--- src/rtl/wb_arbiter.sv ---
// Writeback arbiter: merges the never-stalled ALU result stream with buffered load results onto the single register file write port.
// Optional feature macro: WB_ZERO_REG_EN (register 0 is a discard target when defined).
module wb_arbiter #(
  parameter int unsigned DATA_WIDTH    = 16,
  parameter int unsigned REGADDR_WIDTH = 3,
  parameter int unsigned NUM_REGS      = 1 << REGADDR_WIDTH,
  parameter int unsigned FIFO_DEPTH    = 2
) (
  input  logic                     clk,
  input  logic                     reset,
  input  logic                     alu_valid,
  input  logic [REGADDR_WIDTH-1:0] alu_rd,
  input  logic [DATA_WIDTH-1:0]    alu_data,
  input  logic                     mem_valid,
  output logic                     mem_ready,
  input  logic [REGADDR_WIDTH-1:0] mem_rd,
  input  logic [DATA_WIDTH-1:0]    mem_data,
  output logic                     reg_write,
  output logic [REGADDR_WIDTH-1:0] write_reg,
  output logic [DATA_WIDTH-1:0]    write_data,
  output logic [NUM_REGS-1:0]      pending_mask,
  output logic                     order_err
);

  localparam int unsigned PTR_W = (FIFO_DEPTH > 1) ? $clog2(FIFO_DEPTH) : 1;
  localparam int unsigned CNT_W = $clog2(FIFO_DEPTH + 1);

  logic [REGADDR_WIDTH-1:0] rd_q   [FIFO_DEPTH];
  logic [DATA_WIDTH-1:0]    data_q [FIFO_DEPTH];
  logic [FIFO_DEPTH-1:0]    valid_q;
  logic [PTR_W-1:0]         wr_ptr;
  logic [PTR_W-1:0]         rd_ptr;
  logic [CNT_W-1:0]         count;

  logic                     accept_c;
  logic                     push_c;
  logic                     pop_c;
  logic                     alu_wr_c;
  logic                     alu_hit_c;
  logic [NUM_REGS-1:0]      mask_c;

  function automatic logic [PTR_W-1:0] ptr_inc(input logic [PTR_W-1:0] p);
    return (p == PTR_W'(FIFO_DEPTH - 1)) ? '0 : p + PTR_W'(1);
  endfunction

  // Ready depends only on stored occupancy, never on same-cycle pops.
  assign mem_ready = !reset && (count < CNT_W'(FIFO_DEPTH));
  assign accept_c  = mem_valid && mem_ready;

  always_comb begin
    push_c    = accept_c;
    alu_wr_c  = alu_valid;
    alu_hit_c = alu_valid && mask_c[alu_rd];
`ifdef WB_ZERO_REG_EN
    push_c    = accept_c && (mem_rd != '0);
    alu_wr_c  = alu_valid && (alu_rd != '0);
    alu_hit_c = alu_valid && (alu_rd != '0) && mask_c[alu_rd];
`endif
    pop_c     = !alu_valid && (count != '0);
  end

  // Pending registers are the OR of destinations over occupied slots.
  always_comb begin
    mask_c = '0;
    for (int i = 0; i < int'(FIFO_DEPTH); i++) begin
      if (valid_q[i]) mask_c[rd_q[i]] = 1'b1;
    end
  end

  assign pending_mask = reset ? '0 : mask_c;

  always_ff @(posedge clk) begin
    if (push_c) begin
      rd_q[wr_ptr]   <= mem_rd;
      data_q[wr_ptr] <= mem_data;
    end
  end

  always_ff @(posedge clk) begin
    if (reset) begin
      valid_q <= '0;
      wr_ptr  <= '0;
      rd_ptr  <= '0;
      count   <= '0;
    end else begin
      if (push_c) begin
        valid_q[wr_ptr] <= 1'b1;
        wr_ptr          <= ptr_inc(wr_ptr);
      end
      if (pop_c) begin
        valid_q[rd_ptr] <= 1'b0;
        rd_ptr          <= ptr_inc(rd_ptr);
      end
      case ({push_c, pop_c})
        2'b10:   count <= count + CNT_W'(1);
        2'b01:   count <= count - CNT_W'(1);
        default: count <= count;
      endcase
    end
  end

  // Write port: ALU has priority; idle cycles hold address and data.
  always_ff @(posedge clk) begin
    if (reset) begin
      reg_write  <= 1'b0;
      write_reg  <= '0;
      write_data <= '0;
      order_err  <= 1'b0;
    end else begin
      reg_write <= alu_wr_c || pop_c;
      if (alu_wr_c) begin
        write_reg  <= alu_rd;
        write_data <= alu_data;
      end else if (pop_c) begin
        write_reg  <= rd_q[rd_ptr];
        write_data <= data_q[rd_ptr];
      end
      if (alu_hit_c) order_err <= 1'b1;
    end
  end

endmodule

--- config.mk ---
export PLATFORM = sky130hd
export DESIGN_NAME = wb_arbiter
export DESIGN_NICKNAME = d
export VERILOG_FILES = /design/src/rtl/wb_arbiter.sv
export SDC_FILE = /design/constraint.sdc
export NUM_CORES = 1
export LEC_CHECK = 0
export BUFFER_PORTS_ARGS = -buffer_cell sky130_fd_sc_hd__buf_4
export CAP_MARGIN = 20
export CORE_UTILIZATION = 47
export CTS_CLUSTER_SIZE = 16
export DETAILED_ROUTE_END_ITERATION = 16
export GPL_TIMING_DRIVEN = 0
export PLACE_DENSITY = 0.75
export SLEW_MARGIN = 20
export SYNTH_ARGS = -nofsm -noshare
export SYNTH_HDL_FRONTEND = slang
export SYNTH_SLANG_ARGS = --single-unit
--- constraint.sdc ---
create_clock -name clk -period 2.1 [get_ports clk]
set_input_delay 0.42 -clock clk [delete_from_list [all_inputs] [get_ports clk]]
set_output_delay 0.42 -clock clk [all_outputs]
set_load 0.05 [all_outputs]
==> results of run 1 <==
-- final cells by class --
cell class                      instances  area (um2)
Clock buffer                           11       141.4
Multi-Input combinational cell        157       985.9
Fill cell                             462        1979
Clock inverter                          4       43.79
Buffer                                 16       95.09
Sequential cell                        66        1702
Inverter                                1       3.754
Tap cell                               72       90.09
Timing Repair Buffer                   75       566.8
-- synthesized netlist by cell type (all sizes together), types with 2 or more instances --
cell    number
a21oi       17
a222oi      10
buf          9
clkbuf      10
dfxtp       28
edfxtp      38
mux2        10
mux2i        9
nand2       27
nand3        5
nand3b       3
nand4        2
nand4b       2
nor2        30
nor2b        3
nor3         5
o21ai       11
or3          2
or3b         2
xnor2        2
xor2         6
-- placed cells by master, fill, tap and decap left out, types with 2 or more instances in the layout --
cell      count
buf_4        74
edfxtp_1     38
dfxtp_1      28
nor2_1       27
nand2_1      27
a21oi_1      17
o21ai_0      11
a222oi_1     10
clkbuf_8     10
mux2i_1       9
mux2_2        9
clkbuf_1      8
xor2_1        6
nand3_1       5
buf_2         4
nor3_1        4
nand3b_1      3
nor2_2        3
nor2b_2       2
nand4b_1      2
clkbuf_2      2
nand4_1       2
or3_1         2
buf_6         2
xnor2_1       2
clkinv_2      2
-- what timing repair did --
action / CTS / global route
setup buffers: 0 / 4
endpoints found under the setup margin: 4 / 9
gates resized for setup: 0 / 7
hold endpoints to repair: 0 / 0
-- through the flow --
| stage | worst slack (ns) | setup TNS [ns] | power [mW] | area, um2 | utilization (%) |
|---|---|---|---|---|---|
| 3_3_place_gp | -0.5955 | -12.75 | 2.766 | 3393 | 60.51 |
| 4_1_cts | 0.009738 | 0 | 3.795 | 3585 | 63.92 |
| 5_1_grt | -0.004858 | -0.005080 | 3.957 | 3628 | 64.70 |
| 2_1_floorplan | 0.006310 | 0 | 2.455 | 2778 | - |
| 6_report | 0.1102 | 0 | 3.793 | 3628 | 64.70 |
| 3_5_place_dp | -0.09977 | -1.881 | 2.793 | 3407 | 60.75 |
-- per-layer routing --
metal | part of all wire [%] | global-route usage [%] | up-vias | wire length (um)
li1 | - | - | 1056 | -
met1 | 43 | 26.79 | 1048 | 2736
met2 | 50 | 35.57 | 63 | 3136
met3 | 4.5 | 3.448 | 11 | 287
met4 | 2.5 | 12.73 | 0 | 155
met5 | 0 | 0 | - | 0
-- worst max-delay path, delay by kind of cell, from the launching register on --
| family | cells | cell delay, ns |
|---|---|---|
| DFF | 1 | 0.45 |
| and+or+nand+nor | 2 | 0.27 |
| buffers and inverters | 2 | 0.39 |
| AOI/OAI and AO/OA | 1 | 0.12 |
-- kinds of logic (layout without fill, tap and decap cells) --
logic type	after synthesis	count (layout)	share of synthesized area, %
xor gates and xnor gates	8	8	2.525
muxes	19	19	7.439
DFF	66	66	61.32
buffers and inverters	20	107	3.787
adders and majority gates	1	1	0.4508
and+or+nand+nor	84	84	13.93
AOI/OAI and AO/OA	45	45	10.55
-- power by group --
part	switching [mW]	internal, mW	total (mW)
Combinational	0.693	0.456	1.15
Sequential	0.109	1.53	1.64
Clock	0.437	0.566	1.00
-- worst max-delay path by stage --
stage                from  slack (ns)  cells past startpoint              end
6_report       rd_q[0][2]        0.11                      5  pending_mask[1]
5_1_grt        rd_q[0][1]      -0.005                      4  pending_mask[3]
4_1_cts             reset        0.01                      5  pending_mask[2]
3_5_place_dp        reset        -0.1                      4     data_q[1][4]
3_3_place_gp        reset       -0.60                      3     data_q[0][9]
2_1_floorplan       reset       0.006                      3     data_q[1][0]
==> qor.txt, run 1 <==
Dpl hpwl = 4286 um
Top Registers = data_q (32), write_data (16), rd_q (6)
R2r setup slk = 0.22 ns
Largest stage delay, worst path = 0.45 ns
Mapped Cells = 243
CP max FO = 5
Hold depth = 1
Die area = 6216 um2
Area of the core = 5608 um2
CTS Buffer Depth = 2
First-pass DRT Iterations = 5
Worst-path cell chain = buf_4 > nor2_1 > a32oi_1 > nor2_1 > buf_4
Crit end category = output pin
Vias in the first global route = 2127
Total GRT Usage = 21.57%
Tcrit/Tclk final = 94.75%
Hold_sp = mem_rd[2]
TritonCTS Buffers = 9
WHS = 0.2679 ns
I/O pin count = 72
Least-Margin Pin Slew = 1.031 ns
CTS tree = built
Drt wl/cell = 15.71 um
ANT nets after route = 0
Area contributors post-synth = edfxtp_1 (41%), dfxtp_1 (20%), nor2_1 (4.1%)
Max FFs per register = 32
RePlAce Congestion = 0.8656
Required time of the critical path = 1.68 ns
Min cycle time layout = 1.990 ns
Fin cells = 402
LEAKAGE = 1.416 nW
Async SR Flop Fraction = 0%
Nets = 369
Synth top area share = 41.12%
Main synth FF type = edfxtp_1
# rows = 27
Status = complete, no violations
Hold EP = rd_q[1][2]
Fmax = 502.6 MHz
H-tree depth = 3
Power density cells = 1045 nW/um2
Initial antenna violation count = 0
DR vias/cell = 5.418
Top reg by flops = data_q
Net count after synthesis = 286
Sequential area share after synthesis = 61.32%
Root Buffer = clkbuf_8
Vias = 2178
Number of synthesized flops with an enable pin = 38
Worst IR drop on VDD = 0.5230 mV
Mapped Area = 2775 um2
Synth Register Bits = 66
Top cell type by total area after synthesis = edfxtp_1
Reg2reg start = count[1]
Max-cap check violation count = 0
First-pass GRT wire length = 9949 um
Share of layout cells above drive strength 1 = 34.55%
GR Overflow Total = 0
Cells after DPL = 386
Slew Limit Fails = 0
P&R area growth vs syn = 30.75%
Initial Utilization = 49.49%
Warnings from Yosys = 0
Slowest stage cell, crit path = edfxtp_1
Setup Skew = 0.008116 ns
Syn Area/Cell = 11.42 um2
CTS Sinks = 66
PortBufs = 70
Max transition margin = 31.30%
Starting DRT DRC Count = 169
Critical path startpoint category = flop
Largest net degree at the start of global routing = 21
Clock Latency Late Sink = 0.33 ns
Final hold viol count = 0
DRC errors left = 0
Final Setup Violations = 0
Synth unique cells = 38
ANT cells = 0
Die Ht = 78.84 um
Reg2reg end = count[1]
Worst r2r path cells = 6
Drt total wl = 6316 um
Die W = 78.84 um
WS Path Type = flop to output pin
Min-Delay Path Class = input pin to flop
Clock-pin transition on the worst setup and hold timing paths = 0.07 ns
Worst EP arrival = 1.57 ns
Cts hold-fix bufs = 0
Note: power is estimated with default switching activity, not from simulation.
==> inputs of run 2 (changes only) <==
--- a/config.mk
+++ b/config.mk
@@ -11,7 +11,7 @@
 export CTS_CLUSTER_SIZE = 16
 export DETAILED_ROUTE_END_ITERATION = 16
 export GPL_TIMING_DRIVEN = 0
-export PLACE_DENSITY = 0.75
+export PLACE_DENSITY = 0.84
 export SLEW_MARGIN = 20
 export SYNTH_ARGS = -nofsm -noshare
 export SYNTH_HDL_FRONTEND = slang
==> run 2 against run 1 <==
  * Die area unchanged
  * Core utilization shrank 0.11 points
  * Highest routed layer unchanged
  * Sequential power is essentially flat
  * Flip-flop and latch count did not move
  * Largest power group unchanged
  * Critical path type unchanged
==> qor.txt, run 2 (same netlist as run 1, synthesis figures left out) <==
Crit end category = output pin (unchanged)
Worst IR drop on VDD = 0.5675 mV (was 0.5230 mV)
Critical path startpoint category = flop (unchanged)
CTS Buffer Depth = 2 (unchanged)
Top Registers = data_q (32), write_data (16), rd_q (6) (unchanged)
First-pass GRT wire length = 10160 um (was 9949 um)
PortBufs = 70 (unchanged)
Cts hold-fix bufs = 0 (unchanged)
Drt wl/cell = 15.72 um (was 15.71 um)
Worst EP arrival = 1.58 ns (was 1.57 ns)
Max transition margin = 34.79% (was 31.30%)
LEAKAGE = 1.411 nW (was 1.416 nW)
Cells after DPL = 386 (unchanged)
Sw Ratio = 32.21% (was 32.66%)
Pint = 2.626 mW (was 2.554 mW)
Final core utilization = 64.59% (was 64.70%)
Tot Pwr = 3.874 mW (was 3.793 mW)
Dpl hpwl = 4348 um (was 4286 um)
Area of the core = 5608 um2 (unchanged)
Required time of the critical path = 1.68 ns (about the same)
First-pass DRT Iterations = 5 (unchanged)
Slowest stage cell, crit path = edfxtp_1 (unchanged)
Slew Limit Fails = 0 (unchanged)
DRC errors left = 0 (unchanged)
# rows = 27 (unchanged)
Fin cells = 400 (was 402)
Power density cells = 1069 nW/um2 (was 1045 nW/um2)
Starting DRT DRC Count = 192 (was 169)
GR Overflow Total = 0 (unchanged)
Min cycle time layout = 2.001 ns (was 1.990 ns)
I/O pin count = 72 (unchanged)
Clock-pin transition on the worst setup and hold timing paths = 0.07 ns (about the same)
P&R area growth vs syn = 30.52% (was 30.75%)
Top reg by flops = data_q (unchanged)
NetSw = 1.248 mW (was 1.239 mW)
Placed Area = 3407 um2 (unchanged)
Max-cap check violation count = 0 (unchanged)
Vias = 2160 (was 2178)
Worst-path cell chain = nor2b_1 > nand3_1 > a21oi_1 > buf_4 (was buf_4 > nor2_1 > a32oi_1 > nor2_1 > buf_4)
Least-Margin Pin Slew = 0.9782 ns (was 1.031 ns)
Setup Skew = 0.005679 ns (was 0.008116 ns)
TritonCTS Buffers = 9 (unchanged)
Vias in the first global route = 2113 (was 2127)
Drt total wl = 6286 um (was 6316 um)
Tcrit/Tclk final = 95.27% (was 94.75%)
Initial antenna violation count = 0 (unchanged)
ANT cells = 0 (unchanged)
Max FFs per register = 32 (unchanged)
Die area = 6216 um2 (unchanged)
H-tree depth = 3 (unchanged)
Min-Delay Path Class = input pin to flop (unchanged)
CP max FO = 9 (was 5)
DR vias/cell = 5.400 (was 5.418)
Die Ht = 78.84 um (unchanged)
Die W = 78.84 um (unchanged)
Largest stage delay, worst path = 0.53 ns (was 0.45 ns)
CTS Sinks = 66 (unchanged)
Clock Latency Late Sink = 0.34 ns (was 0.33 ns)
RePlAce Congestion = 0.8627 (was 0.8656)
Clk pwr share = 28.2% (was 26.4%)
Root Buffer = clkbuf_8 (unchanged)
Most frequent cells in the layout = buf_4 (70), edfxtp_1 (38), nor2_1 (28), dfxtp_1 (28), nand2_1 (27) (was buf_4 (74), edfxtp_1 (38), dfxtp_1 (28))
Final Cell Area = 3622 um2 (was 3628 um2)
Sequential power share = 42.4% (was 43.3%)
Initial Utilization = 49.49% (unchanged)
Fill cells = 429 (was 462)
CTS tree = built (unchanged)
ANT nets after route = 0 (unchanged)
Most common cell after layout, fill and taps aside = buf_4 (unchanged)
Fmax = 499.9 MHz (was 502.6 MHz)
Combinational share of power = 29.4% (was 30.3%)
Largest net degree at the start of global routing = 21 (unchanged)
Share of layout cells above drive strength 1 = 33.23% (was 34.55%)
Total GRT Usage = 21.95% (was 21.57%)
WS Path Type = flop to output pin (unchanged)
Final Setup Violations = 0 (unchanged)
Final hold viol count = 0 (unchanged)
Status = complete, no violations (unchanged)
Nets = 366 (was 369)
[run 2: cell type report]
type                            count  area (um2)  share of cell area, %
Clock inverter                      2       35.03                 0.9672
Multi-Input combinational cell    157       975.9                  26.94
Inverter                            1       3.754                 0.1036
Tap cell                           72       90.09                  2.487
Sequential cell                    66        1702                  46.98
Timing Repair Buffer               72       548.0                  15.13
Clock buffer                       14       172.7                  4.767
Buffer                             16       95.09                  2.625
[run 2: path summary, 6_finish.rpt]
path	slack, ns	depth (start not counted)	endpoint	startpoint
min	0.27	1	rd_q[1][2]	mem_rd[2]
min reg2reg	0.46	2	write_data[0]	write_data[0]
max	0.1	4	pending_mask[5]	rd_q[0][2]
max reg2reg	0.13	6	count[1]	count[1]
[run 2: per-layer routing]
| metal | vias up | routed length [um] | global-route usage, % |
|---|---|---|---|
| met5 | - | 0 | 0 |
| met4 | 0 | 78 | 10.36 |
| met3 | 9 | 362 | 4.713 |
| met2 | 81 | 3157 | 36.17 |
| met1 | 1021 | 2687 | 27.57 |
| li1 | 1049 | - | - |
[run 2: worst max-delay path, delay by kind of cell, from the launching register on]
kind	cells	cell delay [ns]
AND/OR/NAND/NOR	2	0.34
flip-flops	1	0.53
AO/OA/AOI/OAI	1	0.16
buffers and inverters	1	0.22
[run 2: stage by stage]
| step | hold WS, ns | TNS [ns] | setup WS, ns |
|---|---|---|---|
| floorplan | 0.4932 | 0 | 0.006310 |
| global placement | 0.4425 | -11.42 | -0.5632 |
| detailed placement | 0.4485 | -0.6678 | -0.03594 |
| CTS | 0.2534 | 0 | 0.007279 |
| global route | 0.2526 | -0.00003175 | -0.00003175 |
| finish | 0.2668 | 0 | 0.09942 |
[run 2: power by group through the flow]
stage | clock network [mW] | registers (mW) | logic (mW)
after floorplan | 0 | 1.87 | 0.586
after global placement | 0 | 1.65 | 1.11
after detailed placement | 0 | 1.65 | 1.14
after CTS | 1.10 | 1.63 | 1.15
after global routing | 1.16 | 1.66 | 1.22
final | 1.09 | 1.64 | 1.14
[run 2: timing repair]
item                       in CTS  in global routing
setup endpoints to repair       1                  8
buffers inserted                0                  1
pin swaps                       0                  0
gates resized for setup         0                  5
